<file path="src/rtl/serial_add_ctrl_pkg.sv">
// Shared definitions for the bit-serial adder controller: FSM encoding and
// the default operand width.
package serial_add_ctrl_pkg;

    localparam int DEFAULT_WIDTH = 8;

    typedef enum logic [1:0] {
        IDLE  = 2'd0,
        SHIFT = 2'd1,
        DONE  = 2'd2
    } state_t;

endpackage

</file>
<file path="src/rtl/full_adder.sv">
// Single-bit full-adder cell: s = a ^ b ^ c, cout = majority(a, b, c).
module full_adder (
    input  logic a,
    input  logic b,
    input  logic c,
    output logic s,
    output logic cout
);

    // Pure combinational sum and carry of one bit position.
    assign s    = a ^ b ^ c;
    assign cout = (a & b) | (c & (a ^ b));

endmodule

</file>
<file path="src/rtl/serial_add_ctrl.sv">
// Bit-serial adder: operands are captured on start, added one bit per cycle
// through a single full-adder cell, and the result is published on entry to
// DONE. The done pulse follows in the cycle after DONE.
module serial_add_ctrl
    import serial_add_ctrl_pkg::*;
#(
    parameter int WIDTH = DEFAULT_WIDTH
) (
    input  logic             clk,
    input  logic             rst_n,
    input  logic             start,
    input  logic [WIDTH-1:0] a,
    input  logic [WIDTH-1:0] b,
    input  logic             cin,
    output logic             busy,
    output logic             done,
    output logic [WIDTH-1:0] sum,
    output logic             cout
);

    // Counter only needs to reach WIDTH-1; it holds there rather than wrapping.
    localparam int CNT_W = (WIDTH > 1) ? $clog2(WIDTH) : 1;
    localparam logic [CNT_W-1:0] CNT_LAST = CNT_W'(WIDTH - 1);

    state_t             state;
    logic [WIDTH-1:0]   a_sr;
    logic [WIDTH-1:0]   b_sr;
    logic [WIDTH-1:0]   psum;
    logic               carry;
    logic [CNT_W-1:0]   cnt;
    logic               fa_s;
    logic               fa_cout;

    // The one and only adder: LSBs of both operand shifters plus the carry flop.
    full_adder u_fa (
        .a    (a_sr[0]),
        .b    (b_sr[0]),
        .c    (carry),
        .s    (fa_s),
        .cout (fa_cout)
    );

    // busy covers the whole operation, including the DONE state.
    assign busy = (state == SHIFT) || (state == DONE);

    // FSM with operand shifters, partial sum, carry, counter and result registers.
    always_ff @(posedge clk) begin
        if (!rst_n) begin
            state <= IDLE;
            a_sr  <= '0;
            b_sr  <= '0;
            psum  <= '0;
            carry <= 1'b0;
            cnt   <= '0;
            sum   <= '0;
            cout  <= 1'b0;
            done  <= 1'b0;
        end else begin
            done <= 1'b0;
            case (state)
                IDLE: begin
                    if (start) begin
                        a_sr  <= a;
                        b_sr  <= b;
                        carry <= cin;
                        cnt   <= '0;
                        state <= SHIFT;
                    end
                end
                SHIFT: begin
                    // Sum bits enter from the MSB end so after WIDTH shifts
                    // the first-computed bit has reached bit 0.
                    psum  <= {fa_s, psum[WIDTH-1:1]};
                    a_sr  <= a_sr >> 1;
                    b_sr  <= b_sr >> 1;
                    carry <= fa_cout;
                    if (cnt == CNT_LAST) begin
                        sum   <= {fa_s, psum[WIDTH-1:1]};
                        cout  <= fa_cout;
                        state <= DONE;
                    end else begin
                        cnt <= cnt + 1'b1;
                    end
                end
                DONE: begin
                    done  <= 1'b1;
                    state <= IDLE;
                end
                default: begin
                    state <= IDLE;
                end
            endcase
        end
    end

endmodule

</file>
<file path="config.mk">
export PLATFORM = sky130hd
export DESIGN_NAME = serial_add_ctrl
export DESIGN_NICKNAME = d
export VERILOG_FILES = /design/src/rtl/serial_add_ctrl_pkg.sv /design/src/rtl/full_adder.sv /design/src/rtl/serial_add_ctrl.sv
export SDC_FILE = /design/constraint.sdc
export NUM_CORES = 1
export LEC_CHECK = 0
export CAP_MARGIN = 10
export CORE_MARGIN = 5
export CORE_UTILIZATION = 35
export DETAILED_ROUTE_END_ITERATION = 16
export PLACE_DENSITY = 0.6
export SYNTH_ARGS = -nofsm -noshare
export SYNTH_HDL_FRONTEND = slang
export SYNTH_SLANG_ARGS = --single-unit
</file>
<file path="constraint.sdc">
create_clock -name clk -period 2.4 [get_ports clk]
set_input_delay 0.24 -clock clk [delete_from_list [all_inputs] [get_ports clk]]
set_output_delay 0.24 -clock clk [all_outputs]
set_load 0.1 [all_outputs]
</file>
==> flow_summary.toml, run 1 <==
[status]
status = "finished, final reports clean"

[critical_path]
endpoint = "a_sr[7]"
start_kind = "flop"
r2r_start = "state[1]"
reg2reg_slack_ns = 0.57
cp_data_required_time_ns = 2.58
ff2ff_path_depth = 5
cp_max_fo = 31
cp-startpoint = "state[1]"
r2r-end = "a_sr[7]"
path_class = "reg2reg"
critical_path.endpoint_type = "flop"
cp.arrival_ns = 2.01

[clock_network]
cts_tree = "built"
cts_buffers = 5
numClockSinks = 39
cts_resized = 0
cts-hold-fix-buffers = 0
cts_setup_buffers = 0
clk_path_buf_depth = 2
clock_latency_ns = 0.28
htree_num_levels = 2
root_buffer = "clkbuf_8"
clkTransAtPathRegs_ns = 0.07

[global_route]
busiest_layer = "met2"
met2_usage_pct = 15.3
overflow = 0
antenna_found_initial = 0
grt_max_degree = 44
grt_usage_pct = 10.2
grtUsageMet1_pct = 13.1
use_met3_pct = 3.84
grt_pass1_vias = 1167
grt_pass1_wl_mm = 5.28

[sta]
post-route-period-util_pct = 76.3
drv_slew = 0
clock_skew_ns = 0.00348
fin_ws_ns = 0.568
finalSetupViolCount = 0
rsz0062_at_grt = "no"
min_period_ns = 1.83
clock.fmax_ghz = 0.546
fin_tns_setup_ns = 0
hold_violations = 0
slew_headroom_pct = 64.4
tightest_slew_ns = 0.534

[routing]
antenna_left = 0
avgRoutedWirePerCell_um = 11.2
viasPerCell = 4.56
drt-total-wl_mm = 3.11
vias = 1269
dr.pass1.iters = 4
drtIter0Drc = 47
drc = 0

[layout]
filler_cell_count = 528
area_growth_pct = 20.6
stdcell_area_um2 = 2170
fin_cells = 278
fin_util_pct = 43.1
diodes = 0
multi_input_area_um2 = 923
fin_nets = 235
final_common_cell = "dfxtp_1"
final_cell_mix = "dfxtp_1, nand2_1, mux2i_1"
seq_area_um2 = 781
drive_above_1_share_pct = 10.6

[floorplan]
num_io_pins = 31
num_rows = 26
die_area_um2 = 6680
die_w_um = 81.7
fp.dieH_um = 81.7
core_area_um2 = 5040
start_util_pct = 35.7

[pwr]
power.density_nw_per_um2 = 664
p_leak_nw = 0.956
max-vdd-ir-drop_mv = 0.392

[place]
gp_congestion = 0.683
place_inst = 270
post_dp_cell_area_um2 = 2090
numPortBuffers = 30
post-dp-hpwl_mm = 2.15
dpl_worst_slack_ns = 0.574

[hold_path]
hold_path_class = "reg2reg"

[synthesis]
postSynthAreaPerCell_um2 = 10.0
ys_types = 26
syn_inst = 180
syn-num-nets = 208
yosysSeqAreaShare_pct = 43.4
syn_area_um2 = 1800
ys_warn_count = 0
ys_ff_latch = 39

[run]
maxCapViolCount = 0
[logic make-up after synthesis]
logic type / Yosys count / share of synthesized area, %
DFF: 39 / 43.4
buffers and inverters: 15 / 5.35
and+or+nand+nor: 61 / 16.4
AOI/OAI and AO/OA: 31 / 14.4
muxes: 26 / 14.5
adders and majority gates: 8 / 5.98
[power by group]
group          switching (mW)  internal, mW
logic                   0.154         0.145
registers              0.0285         0.695
clock network           0.216         0.204
[critical path: stages (launching register included)]
cell     delay (ns)
dfxtp_1        0.32
inv_1          0.12
ha_1           0.40
mux2_2         0.59
o21ai_0        0.13
and2_1         0.17
[worst min-delay path by stage]
stage	start	end	depth (start not counted)	slack [ns]
4_1_cts	cnt[1]	cnt[1]	2	0.47
6_report	sum[0]	sum[0]	2	0.46
5_1_grt	sum[1]	sum[1]	2	0.48
3_3_place_gp	cnt[2]	cnt[2]	2	0.45
3_5_place_dp	cnt[1]	cnt[1]	2	0.46
2_1_floorplan	cnt[1]	cnt[1]	2	0.44
[Yosys cell counts]
master | n | area [µm²]
ha_1 | 7 | 87.6
dfxtp_1 | 39 | 781
mux2_2 | 1 | 11.3
nor3_4 | 1 | 16.3
a21oi_1 | 1 | 5.00
and2_4 | 1 | 8.76
mux2i_1 | 25 | 250
nand3b_1 | 1 | 7.51
buf_6 | 5 | 56.3
nand2_1 | 37 | 139
nand3_1 | 4 | 20.0
nand4b_1 | 1 | 8.76
nor2_1 | 2 | 7.51
fa_1 | 1 | 20.0
o211a_1 | 15 | 150
and2_1 | 2 | 12.5
a21o_1 | 1 | 7.51
a31oi_1 | 1 | 6.26
buf_2 | 2 | 10.0
clkbuf_1 | 5 | 18.8
o21ai_0 | 3 | 15.0
nand2b_1 | 3 | 18.8
a21boi_0 | 9 | 67.6
inv_1 | 3 | 11.3
nor2b_1 | 9 | 56.3
a21boi_1 | 1 | 7.51
[registers in the layout, indices dropped and copies added (netlist names)]
signal and count:
sum 8, state 2, psum 7, done 1
cout 1, b_sr 8, a_sr 8, carry 1
cnt 3
[per-layer routing]
layer  vias to the layer above  wire length (µm)
li1                        666                 -
met1                       571              1520
met2                        27              1350
met3                         5               207
met4                         0                40
met5                         -                 0
[cell type report]
| cell class | instances | area share [%] |
|---|---|---|
| inverters | 3 | 0.518 |
| multi-input cells | 126 | 42.5 |
| well taps | 70 | 4.03 |
| clock buffers | 7 | 3.51 |
| repair buffers | 32 | 13.2 |
| clock inverters | 1 | 0.230 |
| flip-flops and latches | 39 | 35.9 |
[per-stage QoR]
step	total power, mW	hold WS [ns]
floorplan	0.986	0.438
global placement	1.04	0.447
detailed placement	1.04	0.456
CTS	1.46	0.466
global route	1.53	0.483
finish	1.44	0.462
Note: power is estimated with default switching activity, not from simulation.
==> run 2: changes to the inputs <==
--- a/config.mk
+++ b/config.mk
@@ -9,7 +9,7 @@
 export CORE_MARGIN = 5
 export CORE_UTILIZATION = 35
 export DETAILED_ROUTE_END_ITERATION = 16
-export PLACE_DENSITY = 0.6
+export PLACE_DENSITY = 0.62
 export SYNTH_ARGS = -nofsm -noshare
 export SYNTH_HDL_FRONTEND = slang
 export SYNTH_SLANG_ARGS = --single-unit
==> constraint.sdc (replaced) <==
create_clock -name clk -period 1.6 [get_ports clk]
set_input_delay 0.16 -clock clk [delete_from_list [all_inputs] [get_ports clk]]
set_output_delay 0.16 -clock clk [all_outputs]
set_load 0.1 [all_outputs]
==> run 2 against run 1 <==
Net effect:
- clock power up 94%
- via count up 2.9%
- cell area up 12%
- final cell count up 2.2%
- core utilization up 5.1 points
- flip-flop and latch count unchanged
- non-clock buffer count up 6
- clock-buffer cell count down 2
- critical path type unchanged
- largest power group unchanged
==> flow_summary.toml, run 2 (same netlist as run 1, synthesis figures left out) <==
[global_route]
grt_usage_pct = 9.97
overflow = 0
grt_pass1_wl_mm = 5.35
grt_max_degree = 44
grt_pass1_vias = 1260
antenna_found_initial = 0

[clock_network]
htree_num_levels = 2
cts_buffers = 5
clock_latency_ns = 0.28
numClockSinks = 39
clkTransAtPathRegs_ns = 0.08
clk_path_buf_depth = 2
cts_tree = "built"
root_buffer = "clkbuf_8"

[critical_path]
reg2reg_slack_ns = 0.11
ff2ff_path_depth = 5
r2r_start = "state[0]"
start_kind = "flop"
endpoint = "b_sr[2]"
path_class = "reg2reg"
critical_path.endpoint_type = "flop"
cp_data_required_time_ns = 1.78
cp.arrival_ns = 1.67
cp-startpoint = "state[0]"
cp_max_fo = 30
r2r-end = "b_sr[2]"

[routing]
wl_met3_um = 165
drtIter0Drc = 40
drt-total-wl_mm = 3.15
route.met2.wl_mm = 1.48
dr.pass1.iters = 2
top_layer = "met4"
antenna_left = 0
drc = 0
viasPerCell = 4.60
vias = 1306
wl_met1_mm = 1.48
avgRoutedWirePerCell_um = 11.1

[sta]
drv_slew = 0
rsz0062_at_grt = "no"
clock_skew_ns = 0.00423
fin_tns_setup_ns = 0
finalSetupViolCount = 0
min_period_ns = 1.49
slew_headroom_pct = 77.6
tightest_slew_ns = 0.336
hold_violations = 0
post-route-period-util_pct = 93.2
clock.fmax_ghz = 0.671

[place]
gp_congestion = 0.729
post-dp-hpwl_mm = 2.20
numPortBuffers = 30

[floorplan]
core_area_um2 = 5040
start_util_pct = 35.7
fp.dieH_um = 81.7
die_area_um2 = 6680
num_rows = 26
num_io_pins = 31
die_w_um = 81.7

[status]
status = "finished, final reports clean"

[hold_path]
hold_path_class = "reg2reg"

[layout]
drive_above_1_share_pct = 15.4
top_regs = "a_sr (8), b_sr (8), sum (8)"
fin_nets = 241
area_growth_pct = 35.0
fin_util_pct = 48.2
final_cell_mix = "dfxtp_1, nand2_1, mux2i_1"
filler_cell_count = 495
diodes = 0
final_common_cell = "dfxtp_1"

[pwr]
max-vdd-ir-drop_mv = 0.457
power.density_nw_per_um2 = 999
p_leak_nw = 1.04

[run]
maxCapViolCount = 0
-- run 2: cell types whose count changed in the layout (fill, tap and decap cells not counted), moves of 2 or more --
cell / previous run / this run
buf_12: 0 / 13
buf_4: 13 / 5
clkbuf_1: 2 / 0
ha_1: 7 / 5
-- run 2: critical path, cell delays in order (launching register included) --
cell and delay, ns:
dfxtp_1 0.34, inv_1 0.12, ha_4 0.17, mux2_2 0.37, buf_12 0.17, o211a_1 0.20
-- run 2: how the worst min path moves through the flow --
stage	startpoint	to	slack, ns	cells after the start
after global placement	cnt[2]	cnt[2]	0.45	2
after global routing	cnt[1]	cnt[1]	0.49	2
after floorplan	start	b_sr[7]	0.37	2
after detailed placement	psum[1]	sum[0]	0.46	2
final	cnt[1]	cnt[1]	0.47	2
after CTS	cnt[1]	cnt[1]	0.47	2
-- run 2: layout make-up --
type | count | area [µm²] | area share (%)
clock buffers | 5 | 68.8 | 2.83
clock inverters | 3 | 43.8 | 1.80
inverters | 3 | 11.3 | 0.463
multi-input cells | 126 | 938 | 38.6
flip-flops and latches | 39 | 781 | 32.1
well taps | 70 | 87.6 | 3.60
repair buffers | 38 | 499 | 20.5
-- run 2: routing by layer --
metal,GRT usage (%),up-vias
met5,0,-
met4,3.49,0
met3,2.85,5
met2,16.9,24
met1,12.0,596
li1,-,681
-- run 2: through the flow --
step	cells	area, µm²	power [mW]	hold WS [ns]	setup WS, ns
final	284	2430	2.43	0.465	0.109
after global routing	284	2430	2.57	0.489	0.0427
after CTS	284	2410	2.45	0.472	0.0123
after detailed placement	276	2300	1.62	0.460	0.0332
after global placement	276	2300	1.62	0.447	0.0911
after floorplan	180	1800	1.48	0.373	0.0990
-- run 2: report_power, final --
part	total (mW)	internal, mW	switching, mW
Clock	0.814	0.464	0.350
Combinational	0.527	0.280	0.247
Sequential	1.09	1.04	0.0450
-- run 2: timing repair --
| action | CTS | global route |
|---|---|---|
| buffers inserted | 0 | 0 |
| resized for setup | 0 | 5 |
| endpoints found under the setup margin | 0 | 16 |
| endpoints found under the hold margin | 0 | 0 |
| hold buffers | 0 | 0 |
